[config.mk]
export PLATFORM = sky130hd
export DESIGN_NAME = dual_slope_ctrl_flat
export DESIGN_NICKNAME = d
export VERILOG_FILES = /design/src/rtl/dual_slope_ctrl_if.sv /design/src/rtl/dual_slope_ctrl.sv /design/src/flat_wrapper.sv
export SDC_FILE = /design/constraint.sdc
export NUM_CORES = 1
export LEC_CHECK = 0
export ABC_CLOCK_PERIOD_IN_PS = 4400
export BUFFER_PORTS_ARGS = -buffer_cell sky130_fd_sc_hd__buf_2
export CAP_MARGIN = 15
export CORE_MARGIN = 2
export CORE_UTILIZATION = 57
export DETAILED_ROUTE_END_ITERATION = 7
export PLACE_DENSITY = 0.91
export SYNTH_ARGS = -nofsm -noshare
export SYNTH_HDL_FRONTEND = slang
export SYNTH_SLANG_ARGS = --single-unit
[constraint.sdc]
create_clock -name ck -period 4.4 [get_ports ck]
set_input_delay 0.22 -clock ck [delete_from_list [all_inputs] [get_ports ck]]
set_output_delay 0.22 -clock ck [all_outputs]
set_load 0.005 [all_outputs]
[src/rtl/dual_slope_ctrl_if.sv]
// Switch-driver and result bundle for the dual-slope ADC controller.
// master = controller side, slave = analog front end / result consumer.
interface dual_slope_ctrl_if #(
  parameter int N = 4
);
  logic         inicio;
  logic         cont;
  logic         Vint_z;
  logic         vint_neg;
  logic         rst_s;
  logic         ch_zr;
  logic         ch_vm;
  logic         ch_refp;
  logic         ch_refn;
  logic         busy;
  logic         ld;
  logic [N-1:0] dado;
  logic         neg;
  logic         ovr;

  modport master (
    input  inicio, cont, Vint_z, vint_neg,
    output rst_s, ch_zr, ch_vm, ch_refp, ch_refn,
    output busy, ld, dado, neg, ovr
  );

  modport slave (
    output inicio, cont, Vint_z, vint_neg,
    input  rst_s, ch_zr, ch_vm, ch_refp, ch_refn,
    input  busy, ld, dado, neg, ovr
  );
endinterface

[src/rtl/dual_slope_ctrl.sv]
// Dual-slope integrating ADC sequencer: auto-zero, integrate, de-integrate.
// Counts de-integration time internally; all outputs registered Moore decode.
module dual_slope_ctrl #(
  parameter int N         = 4,
  parameter int AZ_CYCLES = 2,
  parameter int TX_CYCLES = 16
) (
  input  logic            ck,
  input  logic            rst,
  dual_slope_ctrl_if.master bus
);
  localparam int TMAX = (AZ_CYCLES > TX_CYCLES) ? AZ_CYCLES : TX_CYCLES;
  localparam int TW   = $clog2(TMAX + 1);
  localparam logic [TW-1:0] AZ_LAST = TW'(AZ_CYCLES - 1);
  localparam logic [TW-1:0] TX_LAST = TW'(TX_CYCLES - 1);
  localparam logic [N-1:0]  CNT_MAX = '1;

  typedef enum logic [2:0] {
    S_IDLE, S_AZ, S_INTEG, S_DEINT, S_LOAD
  } state_t;

  state_t        state_q, state_d;
  logic [TW-1:0] tmr_q, tmr_d;
  logic [N-1:0]  cnt_q, cnt_d;
  logic          pol_q, pol_d;
  logic [N-1:0]  dado_q, dado_d;
  logic          neg_q, neg_d;
  logic          ovr_q, ovr_d;
  logic          rst_s_q, rst_s_d;
  logic          ch_zr_q, ch_zr_d;
  logic          ch_vm_q, ch_vm_d;
  logic          ch_refp_q, ch_refp_d;
  logic          ch_refn_q, ch_refn_d;
  logic          busy_q, busy_d;
  logic          ld_q, ld_d;

  always_ff @(posedge ck) begin
    if (rst) begin
      state_q   <= S_IDLE;
      tmr_q     <= '0;
      cnt_q     <= '0;
      pol_q     <= 1'b0;
      dado_q    <= '0;
      neg_q     <= 1'b0;
      ovr_q     <= 1'b0;
      rst_s_q   <= 1'b1;
      ch_zr_q   <= 1'b1;
      ch_vm_q   <= 1'b0;
      ch_refp_q <= 1'b0;
      ch_refn_q <= 1'b0;
      busy_q    <= 1'b0;
      ld_q      <= 1'b0;
    end else begin
      state_q   <= state_d;
      tmr_q     <= tmr_d;
      cnt_q     <= cnt_d;
      pol_q     <= pol_d;
      dado_q    <= dado_d;
      neg_q     <= neg_d;
      ovr_q     <= ovr_d;
      rst_s_q   <= rst_s_d;
      ch_zr_q   <= ch_zr_d;
      ch_vm_q   <= ch_vm_d;
      ch_refp_q <= ch_refp_d;
      ch_refn_q <= ch_refn_d;
      busy_q    <= busy_d;
      ld_q      <= ld_d;
    end
  end

  always_comb begin
    state_d = state_q;
    tmr_d   = '0;
    cnt_d   = cnt_q;
    pol_d   = pol_q;
    dado_d  = dado_q;
    neg_d   = neg_q;
    ovr_d   = ovr_q;
    unique case (state_q)
      S_IDLE: begin
        if (bus.inicio) state_d = S_AZ;
      end
      S_AZ: begin
        if (tmr_q == AZ_LAST) state_d = S_INTEG;
        else tmr_d = tmr_q + 1'b1;
      end
      S_INTEG: begin
        if (tmr_q == TX_LAST) begin
          state_d = S_DEINT;
          pol_d   = bus.vint_neg;
          cnt_d   = '0;
        end else begin
          tmr_d = tmr_q + 1'b1;
        end
      end
      S_DEINT: begin
        // a zero crossing on the final count is a valid full-scale reading
        if (bus.Vint_z) begin
          state_d = S_LOAD;
          dado_d  = cnt_q;
          ovr_d   = 1'b0;
          neg_d   = pol_q;
        end else if (cnt_q == CNT_MAX) begin
          state_d = S_LOAD;
          dado_d  = CNT_MAX;
          ovr_d   = 1'b1;
          neg_d   = pol_q;
        end else begin
          cnt_d = cnt_q + 1'b1;
        end
      end
      S_LOAD: begin
        state_d = bus.cont ? S_AZ : S_IDLE;
      end
      default: state_d = S_IDLE;
    endcase
  end

  always_comb begin
    rst_s_d   = 1'b0;
    ch_zr_d   = 1'b0;
    ch_vm_d   = 1'b0;
    ch_refp_d = 1'b0;
    ch_refn_d = 1'b0;
    ld_d      = 1'b0;
    busy_d    = (state_d != S_IDLE);
    unique case (state_d)
      S_IDLE:  begin rst_s_d = 1'b1; ch_zr_d = 1'b1; end
      S_AZ:    ch_zr_d = 1'b1;
      S_INTEG: ch_vm_d = 1'b1;
      S_DEINT: begin ch_refp_d = pol_d; ch_refn_d = ~pol_d; end
      S_LOAD:  begin rst_s_d = 1'b1; ld_d = 1'b1; end
      default: ;
    endcase
  end

  assign bus.rst_s   = rst_s_q;
  assign bus.ch_zr   = ch_zr_q;
  assign bus.ch_vm   = ch_vm_q;
  assign bus.ch_refp = ch_refp_q;
  assign bus.ch_refn = ch_refn_q;
  assign bus.busy    = busy_q;
  assign bus.ld      = ld_q;
  assign bus.dado    = dado_q;
  assign bus.neg     = neg_q;
  assign bus.ovr     = ovr_q;
endmodule

[src/flat_wrapper.sv]
// flat-port wrapper written by rule: the top's interface ports become plain ports
module dual_slope_ctrl_flat 
#(
  parameter int N         = 4,
  parameter int AZ_CYCLES = 2,
  parameter int TX_CYCLES = 16
)
  (ck, rst, bus_inicio, bus_cont, bus_Vint_z, bus_vint_neg, bus_rst_s, bus_ch_zr, bus_ch_vm, bus_ch_refp, bus_ch_refn, bus_busy, bus_ld, bus_dado, bus_neg, bus_ovr);
  dual_slope_ctrl_if #(.N(N)) bus_i ();
  input  logic ck;
  input  logic rst;
  input wire logic [$bits(bus_i.inicio)-1:0] bus_inicio;
  input wire logic [$bits(bus_i.cont)-1:0] bus_cont;
  input wire logic [$bits(bus_i.Vint_z)-1:0] bus_Vint_z;
  input wire logic [$bits(bus_i.vint_neg)-1:0] bus_vint_neg;
  output wire logic [$bits(bus_i.rst_s)-1:0] bus_rst_s;
  output wire logic [$bits(bus_i.ch_zr)-1:0] bus_ch_zr;
  output wire logic [$bits(bus_i.ch_vm)-1:0] bus_ch_vm;
  output wire logic [$bits(bus_i.ch_refp)-1:0] bus_ch_refp;
  output wire logic [$bits(bus_i.ch_refn)-1:0] bus_ch_refn;
  output wire logic [$bits(bus_i.busy)-1:0] bus_busy;
  output wire logic [$bits(bus_i.ld)-1:0] bus_ld;
  output wire logic [$bits(bus_i.dado)-1:0] bus_dado;
  output wire logic [$bits(bus_i.neg)-1:0] bus_neg;
  output wire logic [$bits(bus_i.ovr)-1:0] bus_ovr;
  assign bus_i.inicio = bus_inicio;
  assign bus_i.cont = bus_cont;
  assign bus_i.Vint_z = bus_Vint_z;
  assign bus_i.vint_neg = bus_vint_neg;
  assign bus_rst_s = bus_i.rst_s;
  assign bus_ch_zr = bus_i.ch_zr;
  assign bus_ch_vm = bus_i.ch_vm;
  assign bus_ch_refp = bus_i.ch_refp;
  assign bus_ch_refn = bus_i.ch_refn;
  assign bus_busy = bus_i.busy;
  assign bus_ld = bus_i.ld;
  assign bus_dado = bus_i.dado;
  assign bus_neg = bus_i.neg;
  assign bus_ovr = bus_i.ovr;
  dual_slope_ctrl #(.N(N), .AZ_CYCLES(AZ_CYCLES), .TX_CYCLES(TX_CYCLES)) u_core (.ck(ck), .rst(rst), .bus(bus_i));
endmodule
==> results.json <==
{
  "outcome": "finished, final reports clean",
  "vias_per_cell": 5.67,
  "min-delay-path-class": "input pin to register",
  "routed_wl_mm": 2.16,
  "kind_of_start_point_of_the_critical_path": "register",
  "antenna_found_initial": 0,
  "worst_r2r_endpoint": "u_core.bus.ch_vm",
  "cts_htree_levels": 1,
  "p_leak_nw": 0.515,
  "dp_hpwl_mm": 1.65,
  "max-vdd-ir-drop_uv": 217,
  "grt.overflow.total": 0,
  "worst-path-max-fanout": 7,
  "synth_seq_area_share_pct": 47.0,
  "cts_made_buffers": 3,
  "place_inst": 150,
  "num_ports": 19,
  "coreArea_sq_mm": 0.00178,
  "io_buffer_count": 18,
  "switchingPower_w": 0.0000846,
  "postSynthAreaPerCell_sq_um": 9.99,
  "power-per-cell-area_mw_per_mm2": 304,
  "grt_pass1_vias": 876,
  "worstSetupStartpoint": "u_core.tmr_q[0]",
  "regToRegSetupSlack_ps": 2430,
  "setup-tns-final_ps": 0,
  "worst-r2r-cell-count": 8,
  "final_design_area_no_fill_sq_mm": 0.00122,
  "final_critical_path_setup_slack_ps": 2430,
  "post_synthesis_simple_gate_area_fraction_pct": 23.6,
  "layout-drive-gt1-share_pct": 22.7,
  "report.final.setup_viol": 0,
  "setup.worst_path.end_class": "register",
  "cp_cell_sequence": "ha_1 > nand3_1 > inv_1 > ha_1 > and4bb_4 > a21oi_4 > nand2_2 > a2111oi_2",
  "tritoncts": "built",
  "dp_worst_setup_slack_ps": 2460,
  "netlist_area_sq_mm": 0.00111,
  "n_antenna_cell": 0,
  "synth_cell_type_count": 41,
  "worst_skew_late_latency_ps": 310,
  "globalplace.congestion": 0.745,
  "critical_path.reg2reg.startpoint": "u_core.tmr_q[0]",
  "clockRootBuffer": "sky130_fd_sc_hd__clkbuf_4",
  "postRouteAntennaNets": 0,
  "biggest_area_consumer_among_synthesized_cells": "sky130_fd_sc_hd__dfxtp_1",
  "cts_setup_buffers": 0,
  "synth_most_common_cell": "sky130_fd_sc_hd__dfxtp_1",
  "critical_path_required_ps": 4620,
  "timing.critical_path.arrival_ps": 2190,
  "worstSetupPathType": "register to register",
  "die_outline_area_sq_mm": 0.00231,
  "timing.critical_path.slowest_cell_delay_ps": 360,
  "wl_per_cell_um": 14.1,
  "final_hold_fails": 0,
  "xor_and_xnor_fraction_of_the_mapped_netlist_area_pct": 2.37,
  "cts_max_path_buffers": 2,
  "drt_first_pass_iters": 4,
  "synthArstFlopShare_pct": 0,
  "worstMarginPinSlew_ps": 531,
  "dr_drc_count": 0,
  "placed_cell_area_sq_mm": 0.00120,
  "cp_common_cell": "sky130_fd_sc_hd__ha_1",
  "layout_min_cycle_time_ps": 1970,
  "grt_start_max_net_pins": 15,
  "clock_power_share_pct": 25.6,
  "synth_top_cell_area_share_pct": 47.0,
  "final.setup_skew_ps": 1.26,
  "die_height_um": 48.1,
  "stdcell_count": 153,
  "cp.buffers_inverters": 1,
  "termination_of_the_worst_setup_path": "u_core.bus.ch_vm",
  "ctsHoldBuffers": 0,
  "max_clock_freq_mhz": 508,
  "gr-usage-all-layers_pct": 22.7,
  "design.final.nets": 141,
  "die-width_um": 48.1,
  "worst_setup_hold_path_clk_slew_ps": 120,
  "pins_over_slew_limit": 0,
  "synth-compound-area-share_pct": 14.2,
  "seq_power_share_pct": 66.1,
  "synth_to_layout_area_growth_pct": 10.2,
  "synthTopCellsByCount": "sky130_fd_sc_hd__dfxtp_1 (26), sky130_fd_sc_hd__nor2_1 (18), sky130_fd_sc_hd__nor3_1 (7)",
  "post_synth_inst_count": 111,
  "core.rowCount": 15,
  "internal-power_w": 0.000286,
  "post_cts_resized": 0,
  "clock_sink_count": 26,
  "timing.max_cap.violations": 0,
  "dr_total_vias": 868,
  "yosys.area_share.adder_pct": 5.64,
  "synth.net_count": 122,
  "final_power_w": 0.000371,
  "synthTopCellsByArea": "sky130_fd_sc_hd__dfxtp_1 (47%), sky130_fd_sc_hd__nor2_1 (6.1%), sky130_fd_sc_hd__ha_1 (5.6%)",
  "detail_route.iter0.violations": 8,
  "initial_utilization_pct": 62.2,
  "power.share.switching_pct": 22.8,
  "grt_setup_unrepaired": "false",
  "synth_edf_count": 0,
  "crit_cells": 8,
  "dominantRegCellSynth": "sky130_fd_sc_hd__dfxtp_1",
  "critical-path-slowest-cell": "sky130_fd_sc_hd__dfxtp_1",
  "synth_register_bits": 26,
  "power.share.combinational_pct": 8.3,
  "synth_mux_area_share_pct": 2.71,
  "share_of_the_clock_period_used_by_the_worst_path_pct": 44.8,
  "grt_first_pass_wirelength_mm": 3.55,
  "max-slew-margin-rel_pct": 64.5,
  "yosys_warnings": 0,
  "synth_top_family_by_area": "simple AND/OR/NAND/NOR gates",
  "path_delay_family": "compound AO/OA/AOI/OAI gates"
}
[stage by stage]
stage | hold WS, ps | util (%)
detailed placement | 483 | 67.2
global route | 147 | 68.5
finish | 152 | 68.5
floorplan | 296 | -
CTS | 148 | 68.5
global placement | 445 | 67.2
[metal layers]
layer,vias up,routed length (um),GRT usage (%)
met4,0,51,13.5
met2,31,1130,40.3
li1,419,-,-
met1,410,876,23.6
met5,-,0,0
met3,8,99,6.30
[flip-flops by register name, indices dropped and copies added (netlist names)]
register / count
u_core.bus.busy: 1
u_core.bus.ch_refn: 1
u_core.bus.ch_refp: 1
u_core.bus.ch_vm: 1
u_core.bus.ch_zr: 1
u_core.bus.dado: 4
u_core.bus.ld: 1
u_core.bus.neg: 1
u_core.bus.ovr: 1
u_core.bus.rst_s: 1
u_core.cnt_q: 4
u_core.pol_q: 1
u_core.state_q: 3
u_core.tmr_q: 5
[cell families after synthesis]
family | after synthesis
flip-flops | 26
AO/OA/AOI/OAI | 18
AND/OR/NAND/NOR | 47
adder cells (fa/ha/maj) | 5
buffers and inverters | 9
XOR/XNOR | 3
multiplexers | 3
[layout make-up]
type	instances	area, sq um
Tap cell	25	31.3
Fill cell	139	562
Multi-Input combinational cell	76	538
Clock buffer	3	22.5
Timing Repair Buffer	18	90.1
Inverter	5	18.8
Sequential cell	26	520
[worst reg2reg max path: cells and delay by family, from the launching register on]
family / cells / cell delay, ps
compound gates: 2 / 560
simple gates: 3 / 490
fa+ha+maj: 2 / 420
flops: 1 / 360
buf+inv: 1 / 50
[layout by cell type (no fill, tap or decap), types with 2 or more instances in the layout]
cell	n
sky130_fd_sc_hd__mux2i_1	3
sky130_fd_sc_hd__a21oi_1	3
sky130_fd_sc_hd__inv_1	5
sky130_fd_sc_hd__ha_1	5
sky130_fd_sc_hd__and3b_1	2
sky130_fd_sc_hd__nor2_1	18
sky130_fd_sc_hd__clkbuf_4	3
sky130_fd_sc_hd__xor2_1	2
sky130_fd_sc_hd__nand3_1	3
sky130_fd_sc_hd__o21ai_1	2
sky130_fd_sc_hd__nor3_1	7
sky130_fd_sc_hd__and2_1	2
sky130_fd_sc_hd__o211ai_1	2
sky130_fd_sc_hd__nand2_1	3
sky130_fd_sc_hd__dfxtp_1	26
sky130_fd_sc_hd__buf_2	18
[how the worst min path moves through the flow]
stage | from | to | slack [ps] | cells past startpoint
final | bus_Vint_z | u_core.bus.ovr | 150 | 2
after global routing | bus_Vint_z | u_core.bus.ovr | 150 | 2
after CTS | bus_Vint_z | u_core.bus.ovr | 150 | 2
after detailed placement | bus_Vint_z | u_core.bus.ovr | 480 | 2
after global placement | u_core.tmr_q[0] | u_core.tmr_q[0] | 450 | 1
after floorplan | rst | u_core.bus.ch_vm | 300 | 1
[power groups by stage]
stage / Clock, W / Sequential (W) / Combinational, W
floorplan: 0 / 0.000250 / 0.0000196
global placement: 0 / 0.000250 / 0.0000289
detailed placement: 0 / 0.000250 / 0.0000305
CTS: 0.0000952 / 0.000245 / 0.0000307
global route: 0.000106 / 0.000246 / 0.0000342
finish: 0.0000948 / 0.000245 / 0.0000309
No activity file was read; power rests on OpenSTA's default activity.
